### src/rtl/alt_vipcts131_common_ctrl_packet_encoder_par.sv
// Control-packet encoder for a parallel-symbol video stream.
// Each video frame is preceded by a video header. A control packet carrying
// width/height/interlace nibbles is inserted between frames when it is
// requested. The output is a single registered stage with Avalon-ST
// ready-latency-0 handshaking.
module alt_vipcts131_common_ctrl_packet_encoder_par #(
    parameter int BITS_PER_SYMBOL  = 8,
    parameter int SYMBOLS_PER_BEAT = 3
) (
    input  logic                                       clk,
    input  logic                                       rst,
    input  logic                                       din_valid,
    output logic                                       din_ready,
    input  logic [BITS_PER_SYMBOL*SYMBOLS_PER_BEAT-1:0] din_data,
    input  logic                                       din_eop,
    output logic                                       dout_valid,
    input  logic                                       dout_ready,
    output logic                                       dout_sop,
    output logic                                       dout_eop,
    output logic [BITS_PER_SYMBOL*SYMBOLS_PER_BEAT-1:0] dout_data,
    input  logic [15:0]                                width,
    input  logic [15:0]                                height,
    input  logic [3:0]                                 interlaced,
    input  logic                                       ctrl_send,
    output logic                                       ctrl_busy
);

    localparam int DW      = BITS_PER_SYMBOL * SYMBOLS_PER_BEAT;
    localparam int N_BEATS = (9 + SYMBOLS_PER_BEAT - 1) / SYMBOLS_PER_BEAT;
    localparam logic [3:0]    LAST_BEAT     = 4'(N_BEATS - 1);
    localparam logic [DW-1:0] CTRL_HDR_BEAT = {{(DW-4){1'b0}}, 4'hF};

    typedef enum logic [2:0] {
        ST_IDLE      = 3'd0,
        ST_CTRL_HDR  = 3'd1,
        ST_CTRL_DATA = 3'd2,
        ST_VID_HDR   = 3'd3,
        ST_VIDEO     = 3'd4
    } state_t;

    state_t          state_q, state_d;
    logic [3:0]      cnt_q, cnt_d;
    logic            pending_q, pending_d;
    logic            busy_q, busy_d;
    logic [15:0]     width_q, width_d;
    logic [15:0]     height_q, height_d;
    logic [3:0]      interlaced_q, interlaced_d;
    logic            dout_valid_q, dout_valid_d;
    logic            dout_sop_q, dout_sop_d;
    logic            dout_eop_q, dout_eop_d;
    logic [DW-1:0]   dout_data_q, dout_data_d;
    logic            dout_ctrl_q, dout_ctrl_d;   // current output beat belongs to a control packet
    logic            accept_s;
    logic            adv_s;
    logic            out_acc_s;
    logic [DW-1:0]   ctrl_beat_s;

    // Nibble k of the control payload: w3,w2,w1,w0,h3,h2,h1,h0,interlaced.
    function automatic logic [3:0] ctrl_nibble(input logic [5:0] idx, input logic [15:0] w,
                                               input logic [15:0] h, input logic [3:0] il);
        case (idx)
            6'd0:    ctrl_nibble = w[15:12];
            6'd1:    ctrl_nibble = w[11:8];
            6'd2:    ctrl_nibble = w[7:4];
            6'd3:    ctrl_nibble = w[3:0];
            6'd4:    ctrl_nibble = h[15:12];
            6'd5:    ctrl_nibble = h[11:8];
            6'd6:    ctrl_nibble = h[7:4];
            6'd7:    ctrl_nibble = h[3:0];
            6'd8:    ctrl_nibble = il;
            default: ctrl_nibble = 4'h0;
        endcase
    endfunction

    assign accept_s   = ctrl_send & ~busy_q;
    assign adv_s      = dout_ready | ~dout_valid_q;
    assign out_acc_s  = dout_valid_q & dout_ready;
    assign din_ready  = (state_q == ST_VIDEO) & adv_s;
    assign dout_valid = dout_valid_q;
    assign dout_sop   = dout_sop_q;
    assign dout_eop   = dout_eop_q;
    assign dout_data  = dout_data_q;
    assign ctrl_busy  = busy_q;

    // Assemble the control-data beat selected by the beat counter, lowest symbol first.
    always_comb begin
        ctrl_beat_s = '0;
        for (int s = 0; s < SYMBOLS_PER_BEAT; s++) begin
            ctrl_beat_s[s*BITS_PER_SYMBOL +: 4] =
                ctrl_nibble(6'(cnt_q) * 6'(SYMBOLS_PER_BEAT) + 6'(s),
                            width_q, height_q, interlaced_q);
        end
    end

    // Next-state, request bookkeeping and output-stage loading.
    always_comb begin
        state_d      = state_q;
        cnt_d        = cnt_q;
        pending_d    = pending_q | accept_s;
        busy_d       = busy_q;
        width_d      = width_q;
        height_d     = height_q;
        interlaced_d = interlaced_q;
        dout_valid_d = dout_valid_q;
        dout_sop_d   = dout_sop_q;
        dout_eop_d   = dout_eop_q;
        dout_data_d  = dout_data_q;
        dout_ctrl_d  = dout_ctrl_q;

        if (accept_s) begin
            busy_d       = 1'b1;
            width_d      = width;
            height_d     = height;
            interlaced_d = interlaced;
        end else if (out_acc_s && dout_eop_q && dout_ctrl_q) begin
            busy_d = 1'b0;
        end else begin
            busy_d = busy_q;
        end

        // An accepted beat empties the stage unless a new beat is loaded below.
        if (out_acc_s) begin
            dout_valid_d = 1'b0;
        end else begin
            dout_valid_d = dout_valid_q;
        end

        case (state_q)
            ST_IDLE: begin
                if (pending_q || accept_s) begin
                    state_d   = ST_CTRL_HDR;
                    pending_d = 1'b0;
                end else if (din_valid) begin
                    state_d = ST_VID_HDR;
                end else begin
                    state_d = ST_IDLE;
                end
            end
            ST_CTRL_HDR: begin
                if (adv_s) begin
                    dout_valid_d = 1'b1;
                    dout_sop_d   = 1'b1;
                    dout_eop_d   = 1'b0;
                    dout_data_d  = CTRL_HDR_BEAT;
                    dout_ctrl_d  = 1'b1;
                    cnt_d        = 4'd0;
                    state_d      = ST_CTRL_DATA;
                end else begin
                    state_d = ST_CTRL_HDR;
                end
            end
            ST_CTRL_DATA: begin
                if (adv_s) begin
                    dout_valid_d = 1'b1;
                    dout_sop_d   = 1'b0;
                    dout_eop_d   = (cnt_q == LAST_BEAT);
                    dout_data_d  = ctrl_beat_s;
                    dout_ctrl_d  = 1'b1;
                    if (cnt_q == LAST_BEAT) begin
                        cnt_d   = 4'd0;
                        state_d = ST_VID_HDR;
                    end else begin
                        cnt_d   = cnt_q + 4'd1;
                    end
                end else begin
                    state_d = ST_CTRL_DATA;
                end
            end
            ST_VID_HDR: begin
                if (adv_s) begin
                    dout_valid_d = 1'b1;
                    dout_sop_d   = 1'b1;
                    dout_eop_d   = 1'b0;
                    dout_data_d  = '0;
                    dout_ctrl_d  = 1'b0;
                    state_d      = ST_VIDEO;
                end else begin
                    state_d = ST_VID_HDR;
                end
            end
            ST_VIDEO: begin
                if (adv_s && din_valid) begin
                    dout_valid_d = 1'b1;
                    dout_sop_d   = 1'b0;
                    dout_eop_d   = din_eop;
                    dout_data_d  = din_data;
                    dout_ctrl_d  = 1'b0;
                    if (din_eop) begin
                        state_d = ST_IDLE;
                    end else begin
                        state_d = ST_VIDEO;
                    end
                end else begin
                    state_d = ST_VIDEO;
                end
            end
            default: begin
                state_d = ST_IDLE;
            end
        endcase
    end

    // State and output-stage registers; reset abandons any packet in flight.
    always_ff @(posedge clk or negedge rst) begin
        if (!rst) begin
            state_q      <= ST_IDLE;
            cnt_q        <= 4'd0;
            pending_q    <= 1'b0;
            busy_q       <= 1'b0;
            width_q      <= 16'd0;
            height_q     <= 16'd0;
            interlaced_q <= 4'd0;
            dout_valid_q <= 1'b0;
            dout_sop_q   <= 1'b0;
            dout_eop_q   <= 1'b0;
            dout_data_q  <= '0;
            dout_ctrl_q  <= 1'b0;
        end else begin
            state_q      <= state_d;
            cnt_q        <= cnt_d;
            pending_q    <= pending_d;
            busy_q       <= busy_d;
            width_q      <= width_d;
            height_q     <= height_d;
            interlaced_q <= interlaced_d;
            dout_valid_q <= dout_valid_d;
            dout_sop_q   <= dout_sop_d;
            dout_eop_q   <= dout_eop_d;
            dout_data_q  <= dout_data_d;
            dout_ctrl_q  <= dout_ctrl_d;
        end
    end

endmodule

### config.mk
export PLATFORM = sky130hd
export DESIGN_NAME = alt_vipcts131_common_ctrl_packet_encoder_par
export DESIGN_NICKNAME = d
export VERILOG_FILES = /design/src/rtl/alt_vipcts131_common_ctrl_packet_encoder_par.sv
export SDC_FILE = /design/constraint.sdc
export NUM_CORES = 1
export LEC_CHECK = 0
export BUFFER_PORTS_ARGS = -buffer_cell sky130_fd_sc_hd__buf_4
export CORE_ASPECT_RATIO = 1.5
export CORE_UTILIZATION = 50
export DETAILED_ROUTE_END_ITERATION = 10
export HOLD_SLACK_MARGIN = 0.05
export MAX_ROUTING_LAYER = met4
export PLACE_DENSITY = 0.78
export SLEW_MARGIN = 20
export SYNTH_ARGS = -nofsm -noshare
export SYNTH_HDL_FRONTEND = slang
export SYNTH_SLANG_ARGS = --single-unit
export TNS_END_PERCENT = 5
### constraint.sdc
create_clock -name clk -period 2.8 [get_ports clk]
set_input_delay 0.28 -clock clk [delete_from_list [all_inputs] [get_ports clk]]
set_output_delay 0.28 -clock clk [all_outputs]
set_load 0.01 [all_outputs]
# After elaboration in Yosys (flattened, before gate mapping)
# Cells that the tools add are included.
dict set report classes {
  bitwise_logic 7
  magnitude_cmp 0
  shift 0
  eq_ne 36
  n_reduce_logical 20
  n_addsub 3
  mux 37
  n_div 0
  multipliers 1
}
# operator n
set op_table {}
lappend op_table {{one-hot mux 4 bit (9 select lines)} 3}
lappend op_table {{two-way mux 24 bit} 4}
lappend op_table {{one-hot mux 24 bit (4 select lines)} 1}
lappend op_table {{equality test 6 x 3 -> 1 bit, second input constant} 12}
lappend op_table {{equality test 6 x 2 -> 1 bit, second input constant} 6}
lappend op_table {{equality test 6 x 1 -> 1 bit, second input constant} 3}
lappend op_table {{equality test 6 x 4 -> 1 bit, second input constant} 3}
lappend op_table {{logical NOT 6 bit} 3}
lappend op_table {{two-way mux 3 bit} 5}
lappend op_table {{one-hot mux 3 bit (5 select lines)} 1}
lappend op_table {{two-way mux 1 bit} 12}
lappend op_table {{two-way mux 4 bit} 3}
lappend op_table {{one-hot mux 1 bit (3 select lines)} 3}
lappend op_table {{one-hot mux 4 bit (2 select lines)} 1}
lappend op_table {{AND reduction 4 bit} 2}
lappend op_table {{adder 6 x 1 -> 6 bit, second input constant} 1}
lappend op_table {{adder 6 x 2 -> 6 bit, second input constant} 1}
lappend op_table {{equality test 3 x 2 -> 1 bit, second input constant} 2}
lappend op_table {{multiplier 4 x 2 -> 6 bit, second input constant} 1}
lappend op_table {{two-way mux 2 bit} 3}
lappend op_table {{!= test 2 x 1 -> 1 bit, second input constant} 3}
lappend op_table {{!= test 2 bit, second input constant} 3}
lappend op_table {{nonzero test 3 bit} 2}
lappend op_table {{AND reduction 5 bit} 1}
lappend op_table {{other kinds (17)} 25}
dict set report totals {
  latch_bits 0
  out_inout_bits 29
  rom_bits 0
  ram_bits 0
  register_bits 73
  mem_count 0
  wordCells 116
  inputBits 66
}

# Logic depth before layout (Yosys ltp)
# Gate-level depths: netlist of run 1.
dict set report depth {
  word_depth 6
  depth_mapped 10
  depth_no_buf 9
}

# Worst setup path before layout of run 1
# No wires, ideal clock.
dict set report synth_path {
  path_kind {register to register}
  start {register cnt_q[0]}
  end {register dout_data_q[11] (netlist: dout_data[11])}
  setup_ns 0.129
  path_stages_with_launch 11
  path_buffers 1
  t_arrival_ns 2.820
  slack_ns -0.149
  t_required_ns 2.671
  period_less_slack_ns 2.949
  cell_sequence {dfrtp_1 ha_1 fa_1 ha_1 clkbuf_1 nand2_1 xnor2_1 nor2_1 a22o_1 a221oi_1 o21ai_0}
}
dict set report synth_between {
  elab_chain_cells 6
  word_cells_on_any_way 14
  cone_classes {add/sub: 1; mul: 1; eq/ne: 8; mux: 3; reduce/logical: 1}
}
# element line_no
set synth_lines {}
lappend synth_lines {{start, declared} 42} ;# logic [3:0] cnt_q, cnt_d;
lappend synth_lines {{start signal, assigned} 220} ;# cnt_q <= cnt_d;
lappend synth_lines {{multiplier 4 x 2 -> 6 bit *} 90} ;# ctrl_nibble(6'(cnt_q) * 6'(SYMBOLS_PER_BEAT) + 6'(s),
lappend synth_lines {{adder 6 x 1 -> 6 bit *} 90}
lappend synth_lines {{equality test 6 x 4 -> 1 bit (tied with other cells)} 61} ;# case (idx)
lappend synth_lines {{one-hot mux 4 bit (9 select lines) *} 61}
lappend synth_lines {{two-way mux 24 bit *} 153} ;# if (adv_s) begin
lappend synth_lines {{one-hot mux 24 bit (4 select lines) *} 128} ;# case (state_q)
lappend synth_lines {{end signal, assigned} 229} ;# dout_data_q <= dout_data_d;
lappend synth_lines {{end, declared} 51} ;# logic [DW-1:0] dout_data_q, dout_data_d;
# Mark *: on every way between the ends. The rest lies on a longest branch, timed or not. The select of a mux whose other input is x is not followed.
# A chain may end at the register's enable or synchronous reset.

# Final worst setup path of run 1
dict set report layout_path {
  start {register cnt_q[1]}
  end {register dout_data_q[16] (netlist: dout_data[16])}
}
dict set report layout_between {
  elab_chain_cells 6
  word_cells_on_any_way 14
  cone_classes {add/sub: 1; mul: 1; eq/ne: 8; mux: 3; reduce/logical: 1}
}
# element line_no
set layout_lines {}
lappend layout_lines {{multiplier 4 x 2 -> 6 bit *} 90}
lappend layout_lines {{adder 6 x 2 -> 6 bit *} 90}
lappend layout_lines {{equality test 6 x 4 -> 1 bit (tied with other cells)} 61}
lappend layout_lines {{one-hot mux 4 bit (9 select lines) *} 61}
lappend layout_lines {{two-way mux 24 bit *} 153}
lappend layout_lines {{one-hot mux 24 bit (4 select lines) *} 128}
# Marked as above.

==> implementation parameters, run 1 <==
Parameter                              Value

Status
  Run status ... complete, no violations

Synth
  Cell type contributing the most total cell area after synthesis ... dfrtp_1
  Number of flip-flops and latches in the synthesized netlist ... 73
  Count of flip-flops with a built-in enable after synthesis ... 0
  Leading cell types by count after synthesis ... dfrtp_1 (73), nand2_1 (62), mux2_2 (36)
  Number of nets in the synthesized netlist ... between 500 and 600
  Average cell area after synthesis ... just under 10 um^2
  Most frequently used cell type in the post-synthesis netlist ... dfrtp_1
  Number of instances in the synthesized netlist ... roughly 450
  Seq/Total Area, Yosys ... about two fifths
  Ys async rst share ... 100.0%
  Number of warning messages in the yosys log ... 0
  Top-area cell type share of the netlist area ... between 40% and 50%
  Leading post-synthesis cells by cell area ... dfrtp_1 (42%), mux2_2 (9.3%), a22oi_1 (5.3%)
  Area of the mapped netlist ... about 0.0044 mm^2
  Count of distinct cell types in the synthesized netlist ... between 50 and 60
  Predominant post-synthesis flop cell ... dfrtp_1

STA
  Minimum clock period after layout ... between 2 and 3 ns
  Unrepaired setup endpoints after global routing ... true
  Achievable clock frequency ... 367.8 MHz
  Min Hold Slack ... between 0.02 and 0.03 ns
  Worst setup slack after layout ... 0.08081 ns
  Actual transition at the worst max-transition pin ... 0.9822 ns
  Endpoints failing hold ... 0
  Count of final setup violators ... 0
  Setup TNS ... 0 ns
  Fraction of the cycle the final worst path needs ... a little over nine tenths
  Setup Skew ... 0.01152 ns
  Max-slew violation count ... 0
  Worst slew margin ... 34.52%

Critical path
  Critical path buffers and inverters ... 1
  Worst setup SP type ... flip-flop
  Critical path's largest stage delay ... approximately 0.54 ns
  CP top delay family ... adder cells
  Cell-by-cell listing of the critical path ... ha_1 -> fa_1 -> buf_4 -> nand3_1 -> or4_1 -> o211a_2 -> o22ai_2 -> a221o_2
  Endpoint class of the critical path ... flip-flop
  Arrival time at the worst endpoint ... 3.00 ns
  Worst Path Max Fanout ... 13
  Required time reported for the critical path endpoint ... 3.08 ns
  Master of the slowest instance on the critical path ... fa_1
  Critical path class ... flip-flop to flip-flop

Pwr
  Power per cell area ... ~1200 mW/mm^2
  VDD IR-drop max ... between 600 and 700 uV
  Leak pwr ... roughly 2.6 nW
  Post-route total power ... approximately 6.7 mW

Final layout
  Number of nets in the layout ... between 600 and 700
  Final design area excluding fillers ... 0.005633 mm^2
  Proportion of layout cells with a drive suffix above 1 ... between 30% and 40%
  Area Overhead vs Synth ... 29.00%
  Antenna diode instance count ... 0
  Filler cell count ... 698

Routing
  Post-DR wirelength/cell ... roughly 18 um
  Routed wire length ... around 12,000 um
  Number of vias in the routed layout ... 4,087
  Mean number of vias per cell ... ~6.2
  Post-detailed-route DRC marker count ... 0
  1st-iter DRT viols ... 330
  DRT Pass-1 Iters ... 6
  Remaining antenna violation count ... 0

Die
  Std cell rows ... ~40
  Boundary Pins ... between 90 and 100
  Core Area ... around 0.0085 mm^2
  Die W ... approximately 80 um
  Total die area ... 0.009119 mm^2
  Initial cell density of the core ... 51.59%
  Y dimension of the die ... approximately 120 um

Placement
  Detailed placement HPWL ... 8878 um
  GP Congestion ... 0.9334
  Area post-placement ... 0.005284 mm^2
  Setup WS pre-CTS ... roughly 0.083 ns
  Number of buffers inserted by port buffering ... between 90 and 100

Clocking
  Clock root cell ... clkbuf_16
  CTS clk-pin slew, worst paths ... ~0.060 ns
  H-Tree Depth ... 3
  TritonCTS clock tree ... yes
  Post-cts hold buffer count ... 0
  Worst-case clock buffer depth ... 2
  CTS Buf Count ... 9
  Clock sink count ... 73
  Clock latency on the worst-skew pair ... roughly 0.35 ns

Global routing
  Antenna violations before repair ... 0
  Overall routing resource usage ... 29.32%
  Maximum number of pins on one net before global-route repair ... 74
  GRT Residual Overflow ... 0
  Global-route wire length before repair ... between 15,000 and 20,000 um
  Via count of the first global-routing pass ... between 4,000 and 5,000

Job
  Max cap viols ... 0

Worst hold path
  Classification of the worst-slack hold path ... primary input to asynchronous set/reset pin
final timing paths:
path	startpoint	to	slack, ns	depth (start not counted)
worst max register to register	cnt_q[1]	dout_data[16]	0.08	8
worst min register to register	dout_data[5]	dout_data[5]	0.47	2
max in group asynchronous	rst	ctrl_busy	2.14	1
min in group clk	din_data[5]	dout_data[5]	0.16	3
worst min-delay path	rst	dout_valid	0.03	1
worst max-delay path	cnt_q[1]	dout_data[16]	0.08	8
cell families after synthesis:
group | synth area share (%)
buffers and inverters | 3.582
muxes | 10.43
AOI/OAI and AO/OA | 21.69
adders and majority gates | 4.183
and+or+nand+nor | 15.76
DFF | 41.83
xor gates and xnor gates | 2.522
stage by stage:
| step | cells | utilization (%) |
|---|---|---|
| 6_report | 663 | 66.55 |
| 5_1_grt | 663 | 66.55 |
| 4_1_cts | 663 | 66.06 |
| 3_5_place_dp | 647 | 62.42 |
| 3_3_place_gp | 647 | 62.42 |
| 2_1_floorplan | 454 | - |
power breakdown:
| group | leakage (nW) | switching (mW) | internal (mW) | total (mW) |
|---|---|---|---|---|
| clock | 0.149 | 0.436 | 0.738 | 1.17 |
| sequential | 0.902 | 0.510 | 1.50 | 2.01 |
| combinational | 1.54 | 1.92 | 1.61 | 3.53 |
per-layer routing:
layer  share of wire [%]  vias to the layer above  track usage, %
met3                 6.9                       47           7.031
met4                 4.7                        0           16.42
met1                  39                     1943           32.34
met5                   0                        -               -
met2                  50                      201           48.60
li1                    -                     1896               -
registers in the layout (all words and copies together) (netlist names):
signal        flops
cnt_q             4
ctrl_busy         1
dout_ctrl_q       1
dout_data        24
dout_eop          1
dout_sop          1
dout_valid        1
height_q         16
interlaced_q      4
pending_q         1
state_q           3
width_q          16
final cells by class:
class	count	area (um^2)	share of cell area (%)
clock inverters	4	51.30	0.9107
well taps	107	133.9	2.377
inverters	8	30.03	0.5331
repair buffers	117	890.9	15.82
multi-input cells	342	2441	43.34
clock buffers	12	256.5	4.554
flip-flops and latches	73	1829	32.47
cells in the final DEF, fill, tap and decap left out, types with 5 or more instances in the layout:
master	Yosys	routed
clkbuf_16	0	9
mux2_2	36	36
inv_1	8	8
nand3_1	20	20
nor2_1	24	24
a21oi_1	28	26
o22ai_1	9	9
o21ai_0	10	9
and3_1	9	8
nor3_1	7	7
ha_1	13	12
a22oi_1	31	31
xnor2_1	7	6
mux2i_1	5	5
buf_4	0	116
a221oi_1	7	6
a32oi_1	5	5
a222oi_1	7	7
a31oi_1	5	5
dfrtp_1	73	71
nand2_1	62	61
what timing repair did:
item	in CTS	in global routing
setup endpoints to repair	0	12
gates resized for setup	0	12
buffers inserted	0	0
Power figures use the tool's default switching activity.
==> run 2: changes to the inputs <==
Settings changed: BUFFER_PORTS_ARGS -buffer_cell sky130_fd_sc_hd__buf_4 to unset, CORE_UTILIZATION 50 to 64, DONT_BUFFER_PORTS set to 1, MAX_ROUTING_LAYER met4 to unset, PLACE_DENSITY 0.78 to 0.81.
Clock period 2.8 ns to 3.18 ns, I/O delays scaled along.
==> run 2 against run 1 <==
Clock skew is 0.0019 ns lower. Register-to-register slack better by 0.15 ns. Final cell count is 20% lower. Total power is 23% lower. Final area is 17% lower. Clock power is 36% lower. Global-route usage is 1.2 points higher. Worst setup slack better by 0.15 ns. Largest cell class unchanged.
==> implementation parameters, run 2 (synthesized netlist as in run 1, its figures left out) <==
Parameter                              Value

Worst hold path
  Classification of the worst-slack hold path ... primary input to flip-flop
  End of the worst hold path ... dout_data[21]
  Min-delay src ... din_data[21]
  Hold path depth ... 2

Final layout
  Most common cell after layout, fill and taps aside ... dfrtp_1
  Number of flip-flops under the largest register name ... 24
  Filler cell count ... 497
  Most frequent cells in the layout ... dfrtp_1 (73), nand2_1 (62), mux2_2 (36)
  Area Overhead vs Synth ... 7.106%
  Proportion of layout cells with a drive suffix above 1 ... 17.26%
  Antenna diode instance count ... 0
  Number of nets in the layout ... between 500 and 600

Placement
  Number of buffers inserted by port buffering ... 0
  Setup WS pre-CTS ... around 0.26 ns
  GP Congestion ... 1.009
  Detailed placement HPWL ... between 7000 and 8000 um

Clocking
  Worst-case clock buffer depth ... 2
  CTS Buf Count ... 9
  Clock sink count ... 73
  TritonCTS clock tree ... yes
  H-Tree Depth ... 3
  CTS clk-pin slew, worst paths ... 0.08 ns
  Clock root cell ... clkbuf_8
  Post-CTS setup buffer count ... 0
  Clock latency on the worst-skew pair ... about 0.36 ns

Die
  Boundary Pins ... 95
  Core Area ... ~0.0065 mm^2
  Initial cell density of the core ... 66.86%
  Std cell rows ... 36
  Total die area ... between 0.007 and 0.008 mm^2
  Y dimension of the die ... between 100 and 150 um
  Die W ... between 60 and 70 um

Pwr
  Power per cell area ... approximately 1100 mW/mm^2
  Leak pwr ... around 2.0 nW
  VDD IR-drop max ... 627.4 uV

Routing
  Number of vias in the routed layout ... 3,627
  DRT Pass-1 Iters ... 9
  Post-detailed-route DRC marker count ... 0
  Mean number of vias per cell ... 6.869
  1st-iter DRT viols ... 260
  Routed wire length ... between 10,000 and 15,000 um
  Remaining antenna violation count ... 0
  Post-DR wirelength/cell ... ~20 um

Status
  Run status ... complete, no violations

STA
  Achievable clock frequency ... between 300 and 400 MHz
  Setup TNS ... 0 ns
  Setup Skew ... just under 0.01 ns
  Actual transition at the worst max-transition pin ... 0.9321 ns
  Worst setup slack after layout ... between 0.2 and 0.25 ns
  Count of final setup violators ... 0
  Worst slew margin ... between 30% and 40%
  Unrepaired setup endpoints after global routing ... false
  Minimum clock period after layout ... between 2 and 3 ns
  Endpoints failing hold ... 0
  Min Hold Slack ... 0.07502 ns
  Max-slew violation count ... 0
  Fraction of the cycle the final worst path needs ... between 90% and 100%

Critical path
  Reg2reg setup slack ... 0.24 ns
  Endpoint class of the critical path ... flip-flop
  Arrival time at the worst endpoint ... 3.19 ns
  Cell count of the worst reg-to-reg path ... 9
  Critical path class ... flip-flop to flip-flop
  Startpoint of the lowest-slack register-to-register path ... cnt_q[0]
  Destination of the worst register-to-register timing path ... dout_data[11]
  Worst Path Max Fanout ... 10
  Required time reported for the critical path endpoint ... 3.42 ns
  Worst setup SP type ... flip-flop

Global routing
  Antenna violations before repair ... 0
  GRT Residual Overflow ... 0
  Overall routing resource usage ... between 30% and 40%
  Via count of the first global-routing pass ... 3,373
  Maximum number of pins on one net before global-route repair ... 74
  Global-route wire length before repair ... around 17,000 um

Job
  Max cap viols ... 0
run 2: cell types whose count changed in the layout (fill, tap and decap cells not counted), moves of 2 or more:
cell,change
buf_4,-104
clkbuf_16,-9
clkbuf_8,+9
dfrtp_1,+2
dfrtp_2,-2
run 2: how the worst max path moves through the flow:
stage,from,to,slack (ns),cells after the start
5_1_grt,cnt_q[0],dout_data[11],0.04,10
2_1_floorplan,cnt_q[0],dout_data[11],0.23,10
3_5_place_dp,cnt_q[0],dout_data[11],0.26,9
4_1_cts,cnt_q[0],dout_data[11],0.25,9
6_report,cnt_q[0],dout_data[11],0.24,9
3_3_place_gp,cnt_q[0],dout_data[16],0.35,8
run 2: report_power, final:
group	switching, mW	internal [mW]
sequential	0.507	1.31
combinational	1.49	1.13
clock	0.346	0.402
run 2: what timing repair did:
item                       in CTS  in global routing
setup endpoints to repair       0                  0
resized for setup               0                  0
hold endpoints to repair       73                  0
hold buffers                    2                  0
run 2: cell type report:
cell class	count	area (um^2)	share of cell area, %
clock buffers	11	151.4	3.237
clock inverters	4	51.30	1.097
well taps	76	95.09	2.033
repair buffers	14	127.6	2.729
flip-flops and latches	73	1827	39.06
inverters	8	30.03	0.6421
multi-input cells	342	2395	51.20
run 2: layer usage:
layer / share of wire, % / vias to the layer above / global-route usage [%]
met2: 52 / 172 / 54.14
met4: 3.1 / 0 / 17.27
met5: 0 / - / 0
met3: 7.0 / 26 / 5.376
met1: 38 / 1738 / 35.06
li1: - / 1691 / -
run 2: worst max-delay path, stage by stage, from the launching register on:
cell and delay, ns:
dfrtp_1 0.49, ha_1 0.29, fa_1 0.53, ha_1 0.17, nand2_1 0.17, xnor2_1 0.44
nor2_1 0.15, a22o_1 0.21, a221oi_1 0.26, o21ai_0 0.12
run 2: per-stage QoR:
stage / cells / total power [mW] / utilization, % / cell area [um^2]
3_3_place_gp: 511 / 4.298 / 67.93 / 4437
5_1_grt: 528 / 5.525 / 71.61 / 4677
2_1_floorplan: 454 / 3.707 / - / 4367
3_5_place_dp: 511 / 4.386 / 67.93 / 4437
4_1_cts: 528 / 5.160 / 71.61 / 4677
6_report: 528 / 5.194 / 71.61 / 4677
